$ cat src/rtl/uart_tx_frame_arbiter.sv
// Round-robin arbiter that shares one UART byte transmitter between NUM_REQ packet
// sources and serialises each granted request as SYNC, CMD, LEN, payload[0..LEN-1].
module uart_tx_frame_arbiter #(
  parameter int unsigned NUM_REQ   = 4,
  parameter int unsigned MAX_LEN   = 4,
  parameter logic [7:0]  SYNC_BYTE = 8'hFF
) (
  input  logic                    CLOCK_50,
  input  logic                    RESET,
  input  logic [NUM_REQ-1:0]      REQ,
  input  logic [8*NUM_REQ-1:0]    REQ_CMD,
  input  logic [3*NUM_REQ-1:0]    REQ_LEN,
  input  logic [32*NUM_REQ-1:0]   REQ_DATA,
  output logic [NUM_REQ-1:0]      ACK,
  output logic [2:0]              GRANT_ID,
  output logic                    BUSY,
  output logic                    DONE,
  output logic [7:0]              TX_DATA,
  output logic                    TX_START,
  input  logic                    TX_BUSY
);

  typedef enum logic [1:0] {
    IDLE,
    ISSUE,
    GUARD,
    WAITTX
  } state_t;

  state_t      state;
  logic [2:0]  idx;
  logic [7:0]  cmd;
  logic [2:0]  len;
  logic [31:0] data;

  logic               found;
  logic [2:0]         win;
  logic [NUM_REQ-1:0] req_sh;
  int unsigned        cand;
  logic [7:0]         sel_cmd;
  logic [2:0]         sel_len_raw;
  logic [2:0]         sel_len;
  logic [31:0]        sel_data;
  logic [NUM_REQ-1:0] ack_sel;
  logic [7:0]         byte_sel;
  logic               last_byte;

  // Search starts one past the last grant and wraps, so the previous winner is tried last.
  always_comb begin
    found  = 1'b0;
    win    = '0;
    req_sh = '0;
    cand   = 0;
    for (int unsigned k = 1; k <= NUM_REQ; k++) begin
      cand   = (32'(GRANT_ID) + k) % NUM_REQ;
      req_sh = REQ >> cand;
      if (!found && req_sh[0]) begin
        found = 1'b1;
        win   = 3'(cand);
      end
    end
  end

  always_comb begin
    sel_cmd     = 8'(REQ_CMD >> (8 * 32'(win)));
    sel_len_raw = 3'(REQ_LEN >> (3 * 32'(win)));
    sel_len     = (32'(sel_len_raw) > MAX_LEN) ? 3'(MAX_LEN) : sel_len_raw;
    sel_data    = 32'(REQ_DATA >> (32 * 32'(win)));
    ack_sel     = NUM_REQ'(1) << win;
  end

  always_comb begin
    byte_sel = '0;
    case (idx)
      3'd0:    byte_sel = SYNC_BYTE;
      3'd1:    byte_sel = cmd;
      3'd2:    byte_sel = {5'b0, len};
      default: byte_sel = 8'(data >> (32'(idx - 3'd3) * 8));
    endcase
    last_byte = (idx == len + 3'd2);
  end

  always_ff @(posedge CLOCK_50) begin
    if (RESET) begin
      state    <= IDLE;
      idx      <= '0;
      cmd      <= '0;
      len      <= '0;
      data     <= '0;
      ACK      <= '0;
      GRANT_ID <= 3'(NUM_REQ - 1);
      BUSY     <= 1'b0;
      DONE     <= 1'b0;
      TX_DATA  <= '0;
      TX_START <= 1'b0;
    end else begin
      ACK      <= '0;
      DONE     <= 1'b0;
      TX_START <= 1'b0;
      case (state)
        IDLE: begin
          if (found) begin
            cmd      <= sel_cmd;
            len      <= sel_len;
            data     <= sel_data;
            ACK      <= ack_sel;
            GRANT_ID <= win;
            BUSY     <= 1'b1;
            idx      <= '0;
            state    <= ISSUE;
          end
        end
        ISSUE: begin
          if (!TX_BUSY) begin
            TX_DATA  <= byte_sel;
            TX_START <= 1'b1;
            state    <= GUARD;
          end
        end
        // The uart raises TX_BUSY one cycle after the strobe, so that cycle is not trusted.
        GUARD: state <= WAITTX;
        WAITTX: begin
          if (!TX_BUSY) begin
            if (last_byte) begin
              DONE  <= 1'b1;
              BUSY  <= 1'b0;
              state <= IDLE;
            end else begin
              idx   <= idx + 3'd1;
              state <= ISSUE;
            end
          end
        end
        default: state <= IDLE;
      endcase
    end
  end

endmodule

$ cat config.mk
export PLATFORM = sky130hd
export DESIGN_NAME = uart_tx_frame_arbiter
export DESIGN_NICKNAME = d
export VERILOG_FILES = /design/src/rtl/uart_tx_frame_arbiter.sv
export SDC_FILE = /design/constraint.sdc
export NUM_CORES = 1
export LEC_CHECK = 0
export BUFFER_PORTS_ARGS = -buffer_cell sky130_fd_sc_hd__buf_4
export CAP_MARGIN = 20
export CORE_UTILIZATION = 42
export DETAILED_ROUTE_END_ITERATION = 10
export PLACE_DENSITY = 0.84
export SLEW_MARGIN = 40
export SYNTH_ARGS = -nofsm -noshare
export SYNTH_HDL_FRONTEND = slang
export SYNTH_SLANG_ARGS = --single-unit
$ cat constraint.sdc
create_clock -name CLOCK_50 -period 2.4 [get_ports CLOCK_50]
set_input_delay 0.12 -clock CLOCK_50 [delete_from_list [all_inputs] [get_ports CLOCK_50]]
set_output_delay 0.12 -clock CLOCK_50 [all_outputs]
set_load 0.02 [all_outputs]
Word-level counts from Yosys, hierarchy flattened --
Cells that the tools add are included.
Operators by class: add/sub/neg operators 7, $mul 1, $lt $le $gt $ge 1, equal/unequal tests 11, shifts and indexed selects 9, multiplexer cells 25, bitwise gates (word level) 5, reduce and logical (&&, ||, !) cells 17
Operators with widths (number):
- right shift 128 x 8 -> 32 bit | 1
- right shift 32 x 32 -> 8 bit | 1
- right shift 32 x 6 -> 8 bit | 1
- case mux 8 bit (3 select lines) | 1
- 2-to-1 mux 3 bit | 7
- right shift 4 x 2 -> 1 bit | 4
- right shift 12 x 5 -> 3 bit | 1
- 2-to-1 mux 1 bit | 10
- inequality test 2 bit, second input constant | 5
- 2-to-1 mux 2 bit | 4
- case mux 2 bit (4 select lines) | 1
- AND reduction 4 bit | 2
- case mux 3 bit (2 select lines) | 1
- OR reduction 3 bit | 2
- multiplier 2 x 3 -> 5 bit, first input constant | 1
- inverter 1 bit | 5
- adder 2 x 1 -> 2 bit, second input constant | 2
- adder 2 bit, second input constant | 2
- == test 2 bit, second input constant | 2
- AND reduction 2 bit | 2
- left shift 1 x 3 -> 4 bit, first input constant | 1
- subtractor 3 x 2 -> 4 bit, second input constant | 1
- adder 3 x 1 -> 3 bit, second input constant | 1
- adder 3 x 2 -> 3 bit, second input constant | 1
- 13 further kinds | 17
Word-level totals: register bits after elaboration 66, bits of input ports 179, output and inout bits 18, logic and storage cells 87

Logic depth before layout (Yosys ltp) --
Gate-level depths: netlist of the first run.
word-level depth 16, gate-level depth with buffers 9, gate-level depth less buffers 7

Least setup slack after synthesis of the first run --
Ideal clock, no wire load.
kind register to register, start point reg idx[0], end point reg TX_DATA[0], setup time 0.132 ns, arrival 2.232 ns, required time 2.268 ns, path slack 0.036 ns, stages on the path, launching flop included 8, buffers on the path 2, clock period less this slack 2.364 ns, path through dfxtp_1 clkbuf_1 inv_1 ha_1 buf_2 mux4_2 a221oi_1 nor3_1
Between the ends: word-level cells in the longest chain between the ends 3, elaborated cells on any way between the ends 6, those cells by class add/sub: 1; eq/ne: 2; shift: 1; mux: 1; reduce/logical: 1
RTL lines:
- start, declared | RTL line 31 | logic [2:0] idx;
- start signal, assigned | RTL line 129 | idx <= idx + 3'd1;
- subtractor 3 x 2 -> 4 bit | RTL line 78 | default: byte_sel = 8'(data >> (32'(idx - 3'd3) * 8));
- right shift 32 x 32 -> 8 bit | RTL line 78
- case mux 8 bit (3 select lines) * | RTL line 74 | case (idx)
- end signal, assigned | RTL line 115 | TX_DATA <= byte_sel;
- end, declared | RTL line 18 | output logic [7:0] TX_DATA,
Mark *: on every way between the ends. The rest lies on a longest branch, timed or not. A chain may end at the register's enable or synchronous reset.

Worst setup path in the final report of the first run --
start point reg GRANT_ID[0], end point reg data[6]
Between the ends: word-level cells in the longest chain between the ends 13, elaborated cells on any way between the ends 24, those cells by class add/sub: 4; shift: 5; mux: 8; reduce/logical: 7
RTL lines:
- start, declared | RTL line 15 | output logic [2:0] GRANT_ID,
- start signal, assigned | RTL line 91 | GRANT_ID <= 3'(NUM_REQ - 1);
- start signal, assigned | RTL line 107 | GRANT_ID <= win;
- adder 2 x 1 -> 2 bit | RTL line 55 | cand = (32'(GRANT_ID) + k) % NUM_REQ;
- right shift 4 x 2 -> 1 bit | RTL line 56 | req_sh = REQ >> cand;
- 2-to-1 mux 1 bit | RTL line 57 | if (!found && req_sh[0]) begin
- logical NOT 1 bit | RTL line 57
- logical AND 1 bit | RTL line 57
- 2-to-1 mux 1 bit | RTL line 57
- logical NOT 1 bit | RTL line 57
- logical AND 1 bit | RTL line 57
- 2-to-1 mux 1 bit | RTL line 57
- logical NOT 1 bit | RTL line 57
- logical AND 1 bit | RTL line 57
- 2-to-1 mux 3 bit / 2-to-1 mux 1 bit (equally long branches) | RTL line 57
- right shift 128 x 8 -> 32 bit / AND reduction 2 bit (equally long branches)
- end signal, assigned | RTL line 105 | data <= sel_data;
- end, declared | RTL line 34 | logic [31:0] data;
Several ways; a longest one is shown, not always the timed one.

==> results.md, run 1 <==
* Status: complete, no violations
* Via count at 4060
* Worst skew pair latency at 0.35 ns
* Initial antenna violation count at 0
* Total global routing overflow at 0
* Fin Clk Skew at 0.00614 ns
* Num Clock Sinks at 65
* Slowest cell on crit path: dfxtp_1
* Vias per inst at 5.57
* Final hold vios at 0
* Register area at 1300 um2
* Total power at 5.33 mW
* Slew HR at 0.627
* Area fraction of the dominant cell type after synthesis at 0.339
* Final Critical Period at 2.13 ns
* MaxCap Viol Count at 0
* Worst r2r dst: data[6]$_SDFFE_PP0N_
* Routed WL at 12.6 mm
* CTS resizes at 0
* Fmax at 469 MHz
* Setup_tns at 0 ns
* DRC viols at 0
* Die Height at 97.6 um
* Placed insts at 699
* Initial Util at 0.438
* Net Count, Synth at 600
* Area of the multi-input gates at 2320 um2
* Die width at 97.6 um
* H-tree levels at 3
* Req. time, crit path at 2.64 ns
* DR iter-0 viols at 245
* CP Class: register to register
* Cell taking the most area after synthesis: dfxtp_1
* Flip-flop and latch count after synthesis at 65
* Num rows at 34
* Distinct cells, synth at 47
* Top Ports at 197
* CTS Buf Count at 9
* Hold Path Sink: data[7]$_SDFFE_PP0N_
* Crit. End Element: register
* Actual transition at the worst max-transition pin at 0.556 ns
* NumNets Final at 802
* Clk slew on worst S/H paths at 0.07 ns
* Dpl hpwl at 9.80 mm
* CP max FO at 32
* RSZ-0062 raised after global routing: no
* Non-Filler Instances at 729
* ANT cells at 0
* LEAKAGE at 2.76 nW
* Pwr dens at 933 nW/um2
* Layout cell share with drive strength beyond 1 at 0.383
* Global-route wire length before repair at 19.7 mm
* GPL Wtd Cong at 0.886
* Root Buffer: clkbuf_8
* Filler cell count at 696
* Total GRT Usage at 0.264
* IO buf count at 195
* Pre-antenna DRT Iters at 5
* Antenna Nets Post-Route at 0
* P&R area growth vs syn at 48.8%
* Core ar. at 8760 um2
* CTS tree: yes
* Die area at 9520 um2
* Sequential element share of the synthesized area at 0.339
* Final Max Tran Viols at 0
* Worst path max stage delay at 0.38 ns
* CP Launch Type: register
* Clk buf depth at 2
* WP data arrival at 2.37 ns
* Hold Crit Class: primary input to register
* Post-route cell area at 5710 um2
* Worst path cell trace: and2b_4 > a221oi_4 > buf_12 > nand2b_1 > buf_4 > o22ai_1 > a21o_1
* Gate Count Post-Synth at 414
* Syn Std Cell Area at 3840 um2
* Main area contributors after synthesis: dfxtp_1 (34%), mux2i_1 (17%), mux4_2 (4.7%)
* Yosys warnings at 0
* Fin crit share at 0.889
* Worst IR Drop VDD at 402 uV
* Number of global-route vias before repair at 4128
* Worst r2r src: GRANT_ID[0]$_SDFFE_PP1N_
* Placed cell areas at 5360 um2
* FF-to-FF path depth at 7
* Hold path startpoint: REQ_DATA[71]
* Largest net degree at the start of global routing at 53
* Mean routed wirelength per cell at 17.2 um
* R2R setup slack at 0.27 ns
* Avg Cell Area, Syn at 9.27 um2
* Final setup viols at 0
* Hold path depth at 3
[critical path: cells and delay by family, from the launching register on]
family,cells,cell delay [ns]
AOI/OAI and AO/OA,3,0.65
buffers and inverters,2,0.54
and+or+nand+nor,2,0.44
DFF,1,0.38
[routing by layer]
| layer | part of all wire | up-vias | GRT usage |
|---|---|---|---|
| met5 | 0 | - | 0 |
| met4 | 0.026 | 0 | 0.0984 |
| met3 | 0.065 | 27 | 0.0504 |
| met2 | 0.51 | 203 | 0.480 |
| met1 | 0.40 | 1874 | 0.304 |
| li1 | - | 1956 | - |
[cells by family after synthesis]
kind of cell    synth area share
compound gates             0.247
xor+xnor                 0.00457
fa+ha+maj                 0.0228
buf+inv                   0.0577
flops                      0.339
mux                        0.216
other cells             0.000977
simple gates               0.112
[power breakdown]
group          total [mW]  internal (mW)  switching (mW)
combinational        2.51           1.23            1.28
sequential           1.85           1.52           0.323
clock               0.969          0.564           0.405
total                5.33           3.32            2.01
[cells in the final DEF (no fill, tap or decap), types with 3 or more instances in the layout]
cell           count
a21o_1            20
ha_1               7
a22o_1             4
dfxtp_1           65
a21oi_1           26
buf_4            205
nand2b_1           5
clkbuf_8          12
inv_1              8
mux2i_1           65
nand2_1            8
nor3_1             9
a22oi_1           23
o21ai_0           28
o22ai_1           18
nor2b_1            7
and2_1             3
a221oi_1           8
dlygate4sd3_1     14
nor2_1            42
mux4_2             8
[sequential cells by signal, indices dropped and copies added (netlist names)]
signal,cells
data,32
ACK,4
state,2
GRANT_ID,2
cmd,8
idx,3
BUSY,1
DONE,1
TX_START,1
TX_DATA,8
len,3
[worst max-delay path by stage]
| stage | startpoint | endpoint | slack, ns | cells after the start |
|---|---|---|---|---|
| floorplan | idx[0]$_SDFFE_PP0P_ | TX_DATA[0]$_SDFFE_PP0P_ | 0.04 | 7 |
| global placement | GRANT_ID[0]$_SDFFE_PP1N_ | data[6]$_SDFFE_PP0N_ | 0.32 | 7 |
| detailed placement | GRANT_ID[0]$_SDFFE_PP1N_ | data[6]$_SDFFE_PP0N_ | 0.31 | 7 |
| CTS | GRANT_ID[0]$_SDFFE_PP1N_ | data[6]$_SDFFE_PP0N_ | 0.27 | 7 |
| global route | state[1]$_SDFFE_PP0P_ | data[7]$_SDFFE_PP0N_ | 0.08 | 7 |
| finish | GRANT_ID[0]$_SDFFE_PP1N_ | data[6]$_SDFFE_PP0N_ | 0.27 | 7 |
[stage by stage]
stage,utilization,setup slack [ns],hold slack (ns)
final,0.651,0.267,0.0127
after global routing,0.651,0.0756,0.0131
after CTS,0.651,0.273,0.00251
after detailed placement,0.612,0.310,0.344
after global placement,0.612,0.320,0.340
after floorplan,-,0.0357,0.251
[Yosys cell counts (all sizes together)]
cell,count
o22ai,18
nor4,2
or3,1
a21oi,27
and2b,1
nand3b,2
xnor2,2
ha,7
or2,1
a31o,1
and2,3
o2bb2ai,2
nor3b,1
inv,8
a32o,2
a22oi,23
a211oi,1
nor2,44
a21o,20
buf,22
clkbuf,8
nand3,1
o21a,1
and3,2
nor3,9
nor2b,7
o21ai,30
a221oi,9
mux4,8
mux2i,65
dfxtp,65
conb,1
a22o,4
nand2b,6
o221ai,1
nand2,8
a221o,1
[final cells by class]
cell class                      instances  area share
Sequential cell                        65       0.228
Timing Repair Buffer                  221       0.301
Inverter                                8     0.00526
Clock buffer                           14      0.0302
Tap cell                              108      0.0237
Clock inverter                          2     0.00614
Multi-Input combinational cell        311       0.406
[repair_timing]
item | in CTS | in global routing
endpoints found under the hold margin | 14 | 0
hold buffers | 14 | 0
buffers inserted | 0 | 0
Power figures use the tool's default switching activity.
==> run 2: changes to the inputs <==
Settings changed: ABC_AREA from default to 1, CORE_UTILIZATION 42 to 44, PLACE_DENSITY 0.84 to 0.83.
==> results.md, run 2 <==
* Total global routing overflow at 0
* Worst path max stage delay at 0.40 ns
* Placed insts at 1102
* RSZ-0062 raised after global routing: no
* Worst skew pair latency at 0.34 ns
* Top Ports at 197
* Final Critical Period at 2.14 ns
* Crit. End Element: register
* Num Clock Sinks at 65
* Area fraction of the dominant cell type after synthesis at 0.280
* Cell taking the most area after synthesis: dfxtp_1
* Yosys warnings at 0
* Distinct cells, synth at 35
* CP most frequent cell: nand2_1
* Most common cell after layout, fill and taps aside: nand2_1
* P&R area growth vs syn at 40.4%
* Req. time, crit path at 2.69 ns
* Vias per inst at 5.00
* Status: complete, no violations
* CTS tree: yes
* Most frequent cells in the layout: nand2_1 (313), buf_4 (207), nand3_1 (119)
* Ys async rst share at 0
* Setup_tns at 0 ns
* IO buf count at 195
* Pwr dens at 1280 nW/um2
* Worst path bufs/invs at 2
* GPL Wtd Cong at 0.890
* Clk buf depth at 2
* Routed WL at 14.1 mm
* Die Height at 105 um
* Slowest cell on crit path: dfxtp_1
* Antenna Nets Post-Route at 0
* R2R setup slack at 0.26 ns
* Number of global-route vias before repair at 5251
* Total GRT Usage at 0.261
* Avg Cell Area, Syn at 5.81 um2
* CP Launch Type: register
* Main area contributors after synthesis: dfxtp_1 (28%), nand2_1 (25%), nand3_1 (13%)
* Worst path cell trace: buf_4 > nand2_1 > nand2_1 > nand2_1 > nand2_1 > nand2_1 > nand2_1 > nand2_1 > nand2_8 > buf_4 > nand2_1 > nand3_1 > nand3_1 > nand2_1
* Fin Clk Skew at 0.00743 ns
* Sequential element share of the synthesized area at 0.280
* Post-synth EDFFs at 0
* Non-Filler Instances at 1119
* Flip-flop and latch count after synthesis at 65
* Final hold vios at 0
* Largest net degree at the start of global routing at 45
* Clk slew on worst S/H paths at 0.07 ns
* Dpl hpwl at 10.7 mm
* Core ar. at 10300 um2
* Initial antenna violation count at 0
* CP Class: register to register
* CP max FO at 22
* Max reg flops at 32
* Fin crit share at 0.892
* Count leader, synth: nand2_1
* Num rows at 37
* H-tree levels at 3
* WP data arrival at 2.43 ns
* Fmax at 467 MHz
* ANT cells at 0
* Syn Std Cell Area at 4650 um2
* Mean routed wirelength per cell at 12.6 um
* Most common flop cell mapped by yosys: dfxtp_1
* NumNets Final at 1164
* Synth top cells by count: nand2_1 (313), nand3_1 (119), inv_1 (94)
* Pre-antenna DRT Iters at 7
* Layout cell share with drive strength beyond 1 at 0.248
* LEAKAGE at 3.52 nW
* Root Buffer: clkbuf_8
* CP top delay family: simple AND/OR/NAND/NOR gates
* Die width at 105 um
* Gate Count Post-Synth at 800
* MaxCap Viol Count at 0
* Hold Crit Class: primary input to register
* Largest registers: data (32), TX_DATA (8), cmd (8)
* Worst IR Drop VDD at 829 uV
* Top reg by flops: data
* CTS Buf Count at 9
* Via count at 5593
* Die area at 11000 um2
* Global-route wire length before repair at 23.4 mm
* Setup Buffers After CTS at 0
* DR iter-0 viols at 332
* Net Count, Synth at 986
* Final setup viols at 0
* DRC viols at 0
* Final Max Tran Viols at 0
* Initial Util at 0.452
-- run 2: layout make-up --
| class | count | area (um2) |
|---|---|---|
| inverters | 99 | 372 |
| clock inverters | 4 | 98.8 |
| well taps | 136 | 170 |
| fillers | 989 | 3750 |
| flip-flops and latches | 65 | 1300 |
| multi-input cells | 589 | 2750 |
| repair buffers | 214 | 1680 |
| clock buffers | 12 | 155 |
-- run 2: cell families (layout without fill, tap and decap cells) --
group / after synthesis / in the layout / synth area share
compound gates: 92 / 92 / 0.105
xor+xnor: 2 / 2 / 0.00377
fa+ha+maj: 7 / 7 / 0.0188
buf+inv: 146 / 329 / 0.136
flops: 65 / 65 / 0.280
other cells: 1 / 1 / 0.000807
simple gates: 487 / 487 / 0.456
-- run 2: path summary, 6_finish.rpt --
path                            depth (start not counted)                     start               endpoint
worst max-delay path                                   14  GRANT_ID[0]$_SDFFE_PP1N_   data[3]$_SDFFE_PP0N_
worst min-delay path                                    2                     RESET  state[0]$_SDFFE_PP0P_
worst min register to register                          2      data[2]$_SDFFE_PP0N_   data[2]$_SDFFE_PP0N_
worst max register to register                         14  GRANT_ID[0]$_SDFFE_PP1N_   data[3]$_SDFFE_PP0N_
-- run 2: metal layers --
| layer | GRT usage | vias to the layer above | wire (um) |
|---|---|---|---|
| met3 | 0.0530 | 36 | 765 |
| met1 | 0.302 | 2492 | 5920 |
| li1 | - | 2882 | - |
| met5 | 0 | - | 0 |
| met4 | 0.0976 | 0 | 419 |
| met2 | 0.470 | 183 | 7020 |
-- run 2: report_power, final --
group | internal, mW | switching (mW) | total (mW)
clock network | 0.749 | 0.415 | 1.16
logic | 2.09 | 3.52 | 5.60
registers | 1.42 | 0.181 | 1.60
-- run 2: timing repair --
item / CTS / global route
endpoints found under the hold margin: 2 / 0
hold buffers: 1 / 0
endpoints found under the setup margin: 0 / 7
gates resized for setup: 0 / 2
-- run 2: per-stage QoR --
| stage | hold WS [ns] | worst slack (ns) | power (mW) | area, um2 | util |
|---|---|---|---|---|---|
| finish | 0.0314 | 0.259 | 8.36 | 6530 | 0.635 |
| global route | 0.0372 | 0.00714 | 9.16 | 6530 | 0.635 |
| CTS | 0.0173 | 0.234 | 8.36 | 6520 | 0.634 |
| detailed placement | 0.329 | 0.269 | 7.16 | 6250 | 0.608 |
| global placement | 0.324 | 0.314 | 7.08 | 6250 | 0.608 |
| floorplan | 0.197 | 0.198 | 5.63 | 4650 | - |
==> run 3: changes to the inputs <==
Settings changed: ABC_AREA 1 to default, CORE_UTILIZATION 44 to 42, HOLD_SLACK_MARGIN from default to 0.1, PLACE_DENSITY 0.83 to 0.84.
==> results.md, run 3 (synthesis results as in run 1) <==
* NumNets Final at 833
* Placed cell areas at 5360 um2
* Area of the multi-input gates at 2320 um2
* Worst skew pair latency at 0.35 ns
* Setup_tns at 0 ns
* Filler cell count at 644
* Worst path bufs/invs at 1
* Root Buffer: clkbuf_8
* Pre-CTS WS at 0.310 ns
* Dpl hpwl at 9.80 mm
* Total GRT Usage at 0.274
* Num Clock Sinks at 65
* Hold Crit Class: primary input to register
* CTS resizes at 0
* DR iter-0 viols at 280
* Via count at 4239
* Die Height at 97.6 um
* Clk slew on worst S/H paths at 0.07 ns
* Setup Buffers After CTS at 0
* Initial antenna violation count at 0
* Max reg flops at 32
* Num rows at 34
* Worst IR Drop VDD at 400 uV
* Antenna Nets Post-Route at 0
* LEAKAGE at 2.89 nW
* Final Max Tran Viols at 0
* Req. time, crit path at 2.64 ns
* DRC viols at 0
* Worst path cell trace: and2b_4 > o21ai_2 > and3_2 > buf_12 > mux2i_1 > o22ai_1 > a21o_1
* MaxCap Viol Count at 0
* Actual transition at the worst max-transition pin at 0.589 ns
* Crit. End Element: register
* Fmax at 452 MHz
* Top reg by flops: data
* Clk buf depth at 2
* Slew HR at 0.605
* Fin crit share at 0.921
* Final Critical Period at 2.21 ns
* Pwr dens at 897 nW/um2
* Total power at 5.40 mW
* CP max FO at 52
* Post-route cell area at 6020 um2
* Int Power at 3.35 mW
* Psw at 2.05 mW
* Clk pwr share at 0.180
* Initial Util at 0.438
* Largest registers: data (32), TX_DATA (8), cmd (8)
* Top Ports at 197
* FF-to-FF path depth at 7
* H-tree levels at 3
* Hold_buf cts at 45
* Largest net degree at the start of global routing at 53
* Fin Clk Skew at 0.00667 ns
* Sw frac at 0.379
* Hold path depth at 3
* Final hold vios at 0
* Status: complete, no violations
* RSZ-0062 raised after global routing: no
* WP depth at 7
* Fin worst setup slack at 0.189 ns
* Final setup viols at 0
* Die width at 97.6 um
* CP Launch Type: register
* Core ar. at 8760 um2
* Most common cell after layout, fill and taps aside: buf_4
* Vias per inst at 5.58
* CP Class: register to register
* Comb pwr share at 0.478
* Register area at 1300 um2
* IO buf count at 195
* P&R area growth vs syn at 56.9%
* GPL Wtd Cong at 0.886
* ANT cells at 0
* Sequential Power Share at 0.342
* Mean routed wirelength per cell at 17.5 um
* Pre-antenna DRT Iters at 6
* Layout cell share with drive strength beyond 1 at 0.365
* Worst path max stage delay at 0.38 ns
* Die area at 9520 um2
* CP top delay family: simple AND/OR/NAND/NOR gates
* Total global routing overflow at 0
* WP data arrival at 2.45 ns
* Routed WL at 13.3 mm
* Number of global-route vias before repair at 4299
* Most frequent cells in the layout: buf_4 (205), dfxtp_1 (65), mux2i_1 (65)
* Slowest cell on crit path: dfxtp_1
* CTS Buf Count at 9
* Global-route wire length before repair at 20.5 mm
* CTS tree: yes
-- run 3: cell count changes in the layout (fill, tap and decap cells not counted), moves of 16 or more --
cell	delta
o22ai_1	+16
nand3_1	-118
nor2_1	+27
o21ai_0	-19
a22oi_1	+22
mux2i_1	+65
dlygate4sd3_1	+44
nand3b_1	-23
nand2_1	-305
a21o_1	+20
inv_1	-86
-- run 3: through the flow --
step           std cells  hold slack (ns)  utilization
3_3_place_gp         699            0.340        0.612
4_1_cts              760            0.110        0.687
6_report             760            0.120        0.687
2_1_floorplan        414            0.251            -
5_1_grt              760            0.130        0.687
3_5_place_dp         699            0.344        0.612
-- run 3: final cells by class --
type / count / share of cell area
multi-input combinational: 311 / 0.385
timing repair buffer: 252 / 0.337
sequential: 65 / 0.216
clock buffer: 14 / 0.0287
tap: 108 / 0.0224
clock inverter: 2 / 0.00582
inverter: 8 / 0.00499
-- run 3: worst paths after layout --
check	from	slack [ns]	end
max	GRANT_ID[0]$_SDFFE_PP1N_	0.19	data[21]$_SDFFE_PP0N_
max reg2reg	GRANT_ID[0]$_SDFFE_PP1N_	0.19	data[21]$_SDFFE_PP0N_
min	REQ_LEN[5]	0.12	len[2]$_SDFFE_PP0N_
min reg2reg	data[3]$_SDFFE_PP0N_	0.45	data[3]$_SDFFE_PP0N_
-- run 3: worst register-to-register path: stages, from the launching register on --
cell	delay, ns
dfxtp_1	0.38
and2b_4	0.23
o21ai_2	0.14
and3_2	0.34
buf_12	0.29
mux2i_1	0.41
o22ai_1	0.14
a21o_1	0.18
-- run 3: metal layers --
| layer | wire length (um) | track usage | up-vias |
|---|---|---|---|
| met3 | 926 | 0.0640 | 36 |
| met2 | 6710 | 0.480 | 212 |
| met5 | 0 | 0 | - |
| li1 | - | - | 2017 |
| met1 | 5210 | 0.313 | 1974 |
| met4 | 430 | 0.129 | 0 |
-- run 3: power groups by stage --
stage                     Combinational [mW]  Clock (mW)  Sequential, mW
after global routing                    2.77        1.02            1.87
after detailed placement                2.48           0            1.86
after global placement                  2.42           0            1.85
final                                   2.58       0.972            1.85
after floorplan                         1.74           0            1.81
after CTS                               2.55       0.974            1.84
